### config.mk
export PLATFORM = sky130hd
export DESIGN_NAME = imem_loader
export DESIGN_NICKNAME = d
export VERILOG_FILES = /design/src/rtl/imem_loader_pkg.sv /design/src/rtl/byte_packer.sv /design/src/rtl/imem_loader.sv
export SDC_FILE = /design/constraint.sdc
export NUM_CORES = 1
export LEC_CHECK = 0
export ABC_CLOCK_PERIOD_IN_PS = 4000
export CORE_MARGIN = 8
export CORE_UTILIZATION = 58
export DETAILED_ROUTE_END_ITERATION = 6
export GPL_TIMING_DRIVEN = 0
export PLACE_DENSITY = 0.92
export SYNTH_ARGS = -nofsm -noshare
export SYNTH_HDL_FRONTEND = slang
export SYNTH_HIERARCHICAL = 1
export SYNTH_SLANG_ARGS = --single-unit
### constraint.sdc
create_clock -name clk -period 4 [get_ports clk]
set_input_delay 0.8 -clock clk [delete_from_list [all_inputs] [get_ports clk]]
set_output_delay 0.8 -clock clk [all_outputs]
set_load 0.005 [all_outputs]
### src/rtl/imem_loader_pkg.sv
// Shared definitions for the instruction-memory loader.
// Holds the loader state encoding and the stream field widths.
package imem_loader_pkg;

    localparam int unsigned LEN_W  = 16;
    localparam int unsigned BYTE_W = 8;
    localparam int unsigned WORD_W = 32;
    localparam int unsigned LANE_W = 2;

    typedef enum logic [1:0] {
        ST_LEN_LO = 2'd0,
        ST_LEN_HI = 2'd1,
        ST_DATA   = 2'd2,
        ST_DONE   = 2'd3
    } state_e;

endpackage

### src/rtl/byte_packer.sv
// Byte-to-word packer: collects four bytes little-endian into a 32-bit word.
// Ports:
//   clk, rst_n    clock, asynchronous active-low reset
//   clear_i       synchronous clear of the lane counter and assembly register
//   byte_valid_i  a byte is consumed this cycle
//   byte_i        consumed byte
//   lane_o        lane the next consumed byte lands in (0..3)
//   word_o        assembly register; holds the full word in the word_done_o cycle
//   word_done_o   one-cycle pulse the cycle after the 4th byte of a word
module byte_packer
    import imem_loader_pkg::*;
(
    input  logic                clk,
    input  logic                rst_n,
    input  logic                clear_i,
    input  logic                byte_valid_i,
    input  logic [BYTE_W-1:0]   byte_i,
    output logic [LANE_W-1:0]   lane_o,
    output logic [WORD_W-1:0]   word_o,
    output logic                word_done_o
);

    logic [LANE_W-1:0] lane_q, lane_d;
    logic [WORD_W-1:0] asm_q,  asm_d;
    logic              done_q, done_d;

    // Each byte overwrites its own lane; the lane counter wraps 3 -> 0.
    always_comb begin
        lane_d = lane_q;
        asm_d  = asm_q;
        done_d = 1'b0;
        if (clear_i) begin
            lane_d = '0;
            asm_d  = '0;
        end else if (byte_valid_i) begin
            asm_d[BYTE_W*lane_q +: BYTE_W] = byte_i;
            lane_d = lane_q + LANE_W'(1);
            done_d = (lane_q == LANE_W'(3));
        end
    end

    always_ff @(posedge clk or negedge rst_n) begin
        if (!rst_n) begin
            lane_q <= '0;
            asm_q  <= '0;
            done_q <= 1'b0;
        end else begin
            lane_q <= lane_d;
            asm_q  <= asm_d;
            done_q <= done_d;
        end
    end

    assign lane_o      = lane_q;
    assign word_o      = asm_q;
    assign word_done_o = done_q;

endmodule

### src/rtl/imem_loader.sv
// Instruction-memory loader: parses a byte stream (16-bit word count, low byte
// first, then 4*N little-endian data bytes), writes the words to memory from
// address 0 and releases the core once the program is in.
// Ports:
//   clk, rst_n            clock, asynchronous active-low reset
//   in_valid/in_data      offered stream byte
//   in_ready              byte accepted this cycle when in_valid is high
//   reload                restart request, honoured only once loading is done
//   imem_we/addr/wdata    instruction-memory write port
//   core_run              high once the whole program has been consumed
//   load_err              sticky: program had more words than DEPTH
//   words_loaded          number of words written, saturating at DEPTH
module imem_loader
    import imem_loader_pkg::*;
#(
    parameter int unsigned DEPTH  = 256,
    parameter int unsigned ADDR_W = 8
) (
    input  logic              clk,
    input  logic              rst_n,
    input  logic              in_valid,
    input  logic [7:0]        in_data,
    output logic              in_ready,
    input  logic              reload,
    output logic              imem_we,
    output logic [ADDR_W-1:0] imem_addr,
    output logic [31:0]       imem_wdata,
    output logic              core_run,
    output logic              load_err,
    output logic [15:0]       words_loaded
);

    state_e            state_q, state_d;
    logic [LEN_W-1:0]  len_q,   len_d;
    logic [LEN_W-1:0]  idx_q,   idx_d;
    logic [LEN_W-1:0]  words_q, words_d;
    logic              ready_q, ready_d;
    logic              we_q,    we_d;
    logic              run_q,   run_d;
    logic              err_q,   err_d;

    logic              accept_c;
    logic              data_byte_c;
    logic              word_accept_c;
    logic              in_range_c;
    logic              clear_c;
    logic [LANE_W-1:0] lane;
    logic [WORD_W-1:0] word;
    logic              word_done;

    assign accept_c      = in_valid && ready_q;
    assign data_byte_c   = accept_c && (state_q == ST_DATA);
    assign word_accept_c = data_byte_c && (lane == LANE_W'(3));
    assign in_range_c    = 32'(idx_q) < DEPTH;
    assign clear_c       = (state_q == ST_DONE) && reload;

    byte_packer u_byte_packer (
        .clk          (clk),
        .rst_n        (rst_n),
        .clear_i      (clear_c),
        .byte_valid_i (data_byte_c),
        .byte_i       (in_data),
        .lane_o       (lane),
        .word_o       (word),
        .word_done_o  (word_done)
    );

    // Next-state and registered-output logic.
    // idx_q advances one cycle after the last byte of a word, which is always
    // before the next word can complete, so range and final-word checks at
    // word_accept_c see the index of the word being finished.
    always_comb begin
        state_d = state_q;
        len_d   = len_q;
        idx_d   = idx_q;
        words_d = words_q;
        we_d    = 1'b0;
        err_d   = err_q;

        if (word_done) begin
            idx_d = idx_q + LEN_W'(1);
        end
        if (we_q && (32'(words_q) < DEPTH)) begin
            words_d = words_q + LEN_W'(1);
        end

        case (state_q)
            ST_LEN_LO: begin
                if (accept_c) begin
                    len_d[7:0] = in_data;
                    state_d    = ST_LEN_HI;
                end
            end
            ST_LEN_HI: begin
                if (accept_c) begin
                    len_d[15:8] = in_data;
                    state_d     = ({in_data, len_q[7:0]} != '0) ? ST_DATA : ST_DONE;
                end
            end
            ST_DATA: begin
                if (word_accept_c) begin
                    we_d = in_range_c;
                    if (!in_range_c) begin
                        err_d = 1'b1;
                    end
                    if (idx_q == (len_q - LEN_W'(1))) begin
                        state_d = ST_DONE;
                    end
                end
            end
            ST_DONE: begin
                // Reload wins over the late index/count updates of the last word.
                if (reload) begin
                    state_d = ST_LEN_LO;
                    idx_d   = '0;
                    words_d = '0;
                    err_d   = 1'b0;
                end
            end
            default: state_d = ST_LEN_LO;
        endcase

        ready_d = (state_d != ST_DONE);
        run_d   = (state_d == ST_DONE);
    end

    always_ff @(posedge clk or negedge rst_n) begin
        if (!rst_n) begin
            state_q <= ST_LEN_LO;
            len_q   <= '0;
            idx_q   <= '0;
            words_q <= '0;
            ready_q <= 1'b1;
            we_q    <= 1'b0;
            run_q   <= 1'b0;
            err_q   <= 1'b0;
        end else begin
            state_q <= state_d;
            len_q   <= len_d;
            idx_q   <= idx_d;
            words_q <= words_d;
            ready_q <= ready_d;
            we_q    <= we_d;
            run_q   <= run_d;
            err_q   <= err_d;
        end
    end

    assign in_ready     = ready_q;
    assign imem_we      = we_q;
    assign imem_addr    = idx_q[ADDR_W-1:0];
    assign imem_wdata   = word;
    assign core_run     = run_q;
    assign load_err     = err_q;
    assign words_loaded = words_q;

endmodule
==> results of run 1 <==
-- placed cells by master (no fill, tap or decap), types with 2 or more instances in the layout --
master | netlist | routed
dfrtp_1 | 88 | 88
clkdlybuf4s50_1 | 0 | 70
nor2_1 | 31 | 31
a32o_1 | 28 | 28
nand2_1 | 27 | 27
xor2_1 | 23 | 23
xnor2_1 | 15 | 15
mux2_1 | 14 | 14
nor2b_1 | 13 | 13
clkbuf_1 | 11 | 12
a21oi_1 | 10 | 10
buf_4 | 9 | 10
clkbuf_8 | 0 | 10
and2_1 | 9 | 9
ha_1 | 9 | 9
nand3_1 | 8 | 8
inv_1 | 7 | 7
o21ai_1 | 7 | 7
or3_1 | 7 | 7
nor4_1 | 7 | 7
and3_1 | 7 | 7
nor3_1 | 6 | 6
mux2i_1 | 6 | 6
nand4_1 | 6 | 6
o21ai_0 | 5 | 5
and4b_1 | 4 | 4
buf_2 | 4 | 4
and2b_1 | 4 | 4
nor4_2 | 3 | 3
a31oi_1 | 3 | 3
a41oi_1 | 3 | 3
and3b_1 | 3 | 3
a22o_1 | 3 | 3
nand3b_1 | 2 | 2
and4_1 | 2 | 2
clkinv_4 | 0 | 2
buf_6 | 2 | 2
-- sequential cells by signal, indices dropped and copies added (netlist names) --
name and cells:
u_byte_packer/word_done_o 1, in_ready 1, load_err 1, idx_q 16, words_loaded 16, u_byte_packer/word_o 32
len_q 16, state_q 2, u_byte_packer/lane_o 2, imem_we 1, core_run 1
-- path summary, 6_finish.rpt --
path                                     startpoint                       end
hold / removal                                rst_n           words_loaded[6]
max in group asynchronous                     rst_n                  len_q[5]
hold reg to reg            u_byte_packer/word_o[30]  u_byte_packer/word_o[30]
min in group clk           u_byte_packer/word_o[30]  u_byte_packer/word_o[30]
setup reg to reg                           len_q[0]                  core_run
setup / recovery                             reload  u_byte_packer/word_o[26]
-- cells by family after synthesis --
| group | count (synthesis) | share of synthesized area [%] |
|---|---|---|
| AOI/OAI and AO/OA | 68 | 12.1 |
| and+or+nand+nor | 145 | 18.6 |
| DFF | 89 | 50.2 |
| adders and majority gates | 9 | 2.53 |
| buffers and inverters | 35 | 4.20 |
| xor gates and xnor gates | 38 | 7.49 |
| muxes | 20 | 4.90 |
-- metrics by stage --
| step | area, um2 | setup slack, ns | std cells | hold slack [ns] |
|---|---|---|---|---|
| 2_1_floorplan | 4440 | 1.65 | 404 | 0.486 |
| 3_3_place_gp | 5280 | -0.881 | 577 | 0.473 |
| 3_5_place_dp | 5310 | 0.744 | 578 | 0.481 |
| 4_1_cts | 5510 | 1.13 | 594 | 0.371 |
| 5_1_grt | 5510 | 1.03 | 594 | 0.380 |
| 6_report | 5510 | 1.11 | 594 | 0.359 |
-- critical path, stage by stage --
cell and delay (ns):
clkdlybuf4s50_1 0.50, and3_1 0.21, clkbuf_1 0.26, clkbuf_1 0.41
buf_4 0.27, and4bb_2 0.25, buf_2 0.17, a32o_1 0.26
-- metal layers --
| metal | track usage [%] | up-vias |
|---|---|---|
| met2 | 33.6 | 156 |
| met5 | 0 | - |
| li1 | - | 1631 |
| met3 | 5.70 | 21 |
| met1 | 24.7 | 1773 |
| met4 | 7.24 | 0 |
-- power by group --
group	internal [mW]	switching (mW)
Combinational	0.624	0.635
Sequential	1.11	0.261
Clock	0.310	0.328
-- cell type report --
cell class                      count  area, um2
Tap cell                          102        128
Fill cell                         514       2060
Clock inverter                      5       63.8
Clock buffer                       11        141
Inverter                            7       26.3
Multi-Input combinational cell    280       2030
Timing Repair Buffer               72        736
Sequential cell                    89       2230
Buffer                             28        160
==> summary.md, run 1 <==
| Metric | Value |
|---|---|
| Initial antenna violation count | 0 |
| Mapped cell area | 0.00444 mm2 |
| Met3 routed WL | ~850 um |
| CTS buffer count | 9 |
| Largest area contributor in the netlist | dfrtp_1 |
| Cell leakage power | around 2.4 nW |
| RSZ-0062 raised after global routing | false |
| Syn_area_per_cell | between 10 and 15 um2 |
| Synth cell count leaders | dfrtp_1 (88), nor2_1 (31), a32o_1 (28) |
| Status | complete, no violations |
| Hold violation total from the final report | 0 |
| Post-Synthesis Cells | between 400 and 500 |
| Max frequency | 347 MHz |
| Synth top area share | slightly below 50% |
| Number of synthesized flops with an enable pin | 0 |
| ANT cells | 0 |
| Via Count | around 3600 |
| Met1 Routed Length | 4500 um |
| Largest net degree at the start of global routing | 60 |
| Max cap viols | 0 |
| Reg-to-reg setup timing slack | 1.51 ns |
| Layout cells sized above 1 | 8.54% |
| Core ar. | between 0.007 and 0.008 mm2 |
| CTS tree | built |
| Worst slew pin tran | between 0.6 and 0.7 ns |
| Routed len/inst | ~18 um |
| Worst min path class | in2async |
| Final max-slew violation count | 0 |
| 1st-iter DRT viols | between 200 and 300 |
| Depth of the CTS H-tree | 3 |
| Worst r2r path cells | 7 |
| Crit Path Class | in2reg |
| # Post-CTS Setup Buffers | 0 |
| Max rail drop VDD | between 0.3 and 0.4 mV |
| Syn. warnings | 6 |
| Critical Path Start Type | input port |
| First-pass GRT wire length | 17900 um |
| Die width | 104 um |
| CTS clk-pin slew, worst paths | about 0.090 ns |
| Clock skew | 0.00805 ns |
| GP Congestion | around 0.9 |
| Yosys reg bits | between 80 and 90 |
| I/O Buffers | 71 |
| Tmin final | 2.89 ns |
| Cell with the most instances after synthesis | dfrtp_1 |
| Worst Path Max Fanout | 10 |
| Sequential element share of the synthesized area | between 50 and 60% |
| Fin util | 72.8% |
| Post-synth net total | around 430 |
| Slew headroom | around 56% |
| Remaining Overflow, GRT | 0 |
| Top Ports | between 70 and 80 |
| CTS root buf | clkbuf_8 |
| DRT antenna net count | 0 |
| Crit path arrival time | 3.14 ns |
| Post_cts resized | 0 |
| Area growth syn-to-layout | 24.0% |
| Highest routing layer actually used | met4 |
| Synth top area cells | dfrtp_1 (50%), a32o_1 (6.3%), xor2_1 (4.5%) |
| DRC errors left | 0 |
| CTS Sinks | 89 |
| Initial DRT Pass Iterations | 5 |
| Row Count | 32 |
| Post-DP HPWL | ~7600 um |
| Die H | around 100 um |
| Final count of negative-setup-slack endpoints | 0 |
| Crit share post-route | just over 70% |
| CP Data Required Time | between 4 and 5 ns |
| Hold-fix buffers, CTS | 0 |
| Crit path capture type | register |
| Setup tns final | 0 ns |
| Final wirelength | approximately 11000 um |
| Most used DFF post-synth | dfrtp_1 |
| GRT Total Usage | around a fifth |
| Die area | ~0.011 mm2 |
| Fin nets | 508 |
| Post-synthesis cell type count | 52 |
| Vias/cell | around 6 |
| Via count of the first global-routing pass | 3632 |
| Starting density of the core | between 50% and 60% |
| Power per cell area | approximately 590 mW/mm2 |
| Routed wl met2 | roughly 5200 um |
| Clock latency at the later pin of the worst-skew pair | 0.37 ns |
| CTS max path bufs | 2 |
| Async SR Flop Fraction | 100% |
| Pwr Total | 3.27 mW |
Power figures use the tool's default switching activity.
==> run 2, diff against run 1 <==
- ABC_CLOCK_PERIOD_IN_PS: 4000 -> 2910
- CORE_UTILIZATION: 58 -> 54
- PLACE_DENSITY: 0.92 -> 0.87
- clock period: 4 -> 2.91 ns (I/O delays scaled with it)
==> summary.md, run 2 (synthesis results as in run 1) <==
| Metric | Value |
|---|---|
| Status | complete, no violations |
| # fillers | 643 (+25%) |
| Worst Path Max Fanout | 10 (unchanged) |
| Initial antenna violation count | 0 (unchanged) |
| Layout cells sized above 1 | 8.54% (unchanged) |
| Crit Path Class | in2reg |
| I/O Buffers | 71 (unchanged) |
| ANT cells | 0 (unchanged) |
| Crit path arrival time | 2.94 ns (-0.20 ns) |
| CTS buffer count | 9 (unchanged) |
| Post-DP HPWL | 7970 um (+5.0%) |
| Area growth syn-to-layout | 24.4% |
| Worst r2r path cells | 8 (+1) |
| DRC errors left | 0 (unchanged) |
| Most used cell, CP | clkbuf_1 |
| Cell leakage power | 2.43 nW (about the same) |
| Crit path capture type | register |
| Die area | 0.0114 mm2 (+6.2%) |
| Fin nets | 508 (unchanged) |
| Depth of the CTS H-tree | 3 (unchanged) |
| Final wirelength | 11200 um (+3.9%) |
| Hold-fix buffers, CTS | 0 (unchanged) |
| DRT antenna net count | 0 (unchanged) |
| Final Cell Area | 0.00553 mm2 (+0.32%) |
| Crit-path leading delay family | buffers and inverters |
| CP Data Required Time | 3.17 ns (-1.09 ns) |
| Final count of negative-setup-slack endpoints | 0 (unchanged) |
| Fin util | 68.3% (-4.5 points) |
| CTS max path bufs | 2 (unchanged) |
| Most common cell after layout, fill and taps aside | dfrtp_1 |
| Worst slew pin tran | 0.645 ns (-0.0221 ns) |
| Remaining Overflow, GRT | 0 (unchanged) |
| R2r endpoint | core_run |
| Reg-to-reg setup timing slack | 0.42 ns (-1.09 ns) |
| Tmin final | 2.68 ns |
| Row Count | 33 (+3.1%) |
| Crit share post-route | roughly 90% |
| Post_cts resized | 0 (unchanged) |
| Pwr Total | 4.56 mW (+39%) |
| Critical Path Start Type | input port |
| Die width | 107 um (+3.1%) |
| # Post-CTS Setup Buffers | 0 (unchanged) |
| Largest net degree at the start of global routing | 61 (+1.7%) |
| Clock latency at the later pin of the worst-skew pair | 0.37 ns (about the same) |
| Setup tns final | 0 ns (unchanged) |
| Vias/cell | 5.93 (-1.6%) |
| Top Ports | 72 (unchanged) |
| Max reg flops | 32 (unchanged) |
| Final WS setup | 0.231 ns (-0.883 ns) |
| CTS Sinks | 89 (unchanged) |
| Final max-slew violation count | 0 (unchanged) |
| First-pass GRT wire length | 18300 um (+2.1%) |
| Starting density of the core | 54.9% (-3.8 points) |
| Die H | 107 um (+3.1%) |
| Reg-to-Reg Start | len_q[0] |
| GP Congestion | 0.891 (-0.97%) |
| Worst min path class | in2async |
| Register Area | 0.00223 mm2 (unchanged) |
| Placed Instance Area | 0.00531 mm2 (about the same) |
| Via Count | 3542 (-1.1%) |
| Multi-input logic area | 0.00203 mm2 (unchanged) |
| CTS tree | built |
| Routed len/inst | 18.7 um (+3.4%) |
| Initial DRT Pass Iterations | 4 (-1) |
| Max cap viols | 0 (unchanged) |
| Place WS | -0.166 ns (-0.911 ns) |
| Clock skew | 0.0113 ns (+0.00326 ns) |
| Slew headroom | 57.0% (+1.5 points) |
| Max rail drop VDD | 0.473 mV (+37%) |
| Max frequency | between 300 and 400 MHz |
| RSZ-0062 raised after global routing | false |
| CTS clk-pin slew, worst paths | 0.08 ns (about the same) |
| CTS root buf | clkbuf_8 |
| Cell Chain, Critical Path | clkdlybuf4s50_1 -> and3_1 -> clkbuf_1 -> clkbuf_1 -> buf_4 -> and4bb_2 -> buf_2 -> a32o_1 |
| CP max stage delay | 0.50 ns (about the same) |
| Via count of the first global-routing pass | 3623 (-0.25%) |
| Critical path buffer and inverter count | 5 (unchanged) |
| Hold violation total from the final report | 0 (unchanged) |
| 1st-iter DRT viols | 253 (-1.9%) |
| Core ar. | 0.00809 mm2 (+6.9%) |
| Most frequent cells in the layout | dfrtp_1 (88), clkdlybuf4s50_1 (70), nor2_1 (31), a32o_1 (28), nand2_1 (27) |
| GRT Total Usage | 20.2% (-0.18 points) |
| Power per cell area | 825 mW/mm2 (+39%) |
| Max stage delay cell, worst path | clkdlybuf4s50_1 |
run 2: through the flow:
stage               instances  hold slack (ns)
floorplan                 404            0.286
global placement          580            0.474
detailed placement        581            0.482
CTS                       597            0.139
global route              597            0.168
finish                    597            0.140
run 2: worst max-delay path by stage:
| stage | startpoint | end | slack, ns | depth (start not counted) |
|---|---|---|---|---|
| after floorplan | len_q[0] | core_run | 0.74 | 8 |
| after global placement | rst_n | u_byte_packer/word_o[27] | -1.81 | 1 |
| after detailed placement | reload | u_byte_packer/word_o[25] | -0.17 | 8 |
| after CTS | reload | u_byte_packer/word_o[29] | 0.22 | 8 |
| after global routing | reload | u_byte_packer/word_o[29] | 0.11 | 8 |
| final | reload | u_byte_packer/word_o[31] | 0.23 | 8 |
run 2: report_power, final:
| group | leakage (nW) | internal [mW] | switching, mW |
|---|---|---|---|
| Sequential | 1.19 | 1.53 | 0.355 |
| Clock | 0.0991 | 0.487 | 0.452 |
| Combinational | 1.13 | 0.857 | 0.882 |
| Total | 2.43 | 2.87 | 1.69 |
run 2: routing by layer:
metal	global-route usage [%]	vias up	wire, um
met5	0	-	0
met4	10.2	0	263
met3	5.22	22	759
met2	32.8	118	5380
met1	24.3	1777	4750
li1	-	1625	-
run 2: final cells by class:
type / count / area share (%)
Timing Repair Buffer: 72 / 13.3
Inverter: 7 / 0.475
Clock inverter: 6 / 1.65
Buffer: 28 / 2.90
Tap cell: 105 / 2.38
Multi-Input combinational cell: 280 / 36.7
Clock buffer: 10 / 2.31
Sequential cell: 89 / 40.3
==> run 3, diff against run 2 <==
- CTS_CLUSTER_DIAMETER: unset -> 200
==> results of run 3 <==
No change in the layout: final DEF, timing and power equal those of run 2.
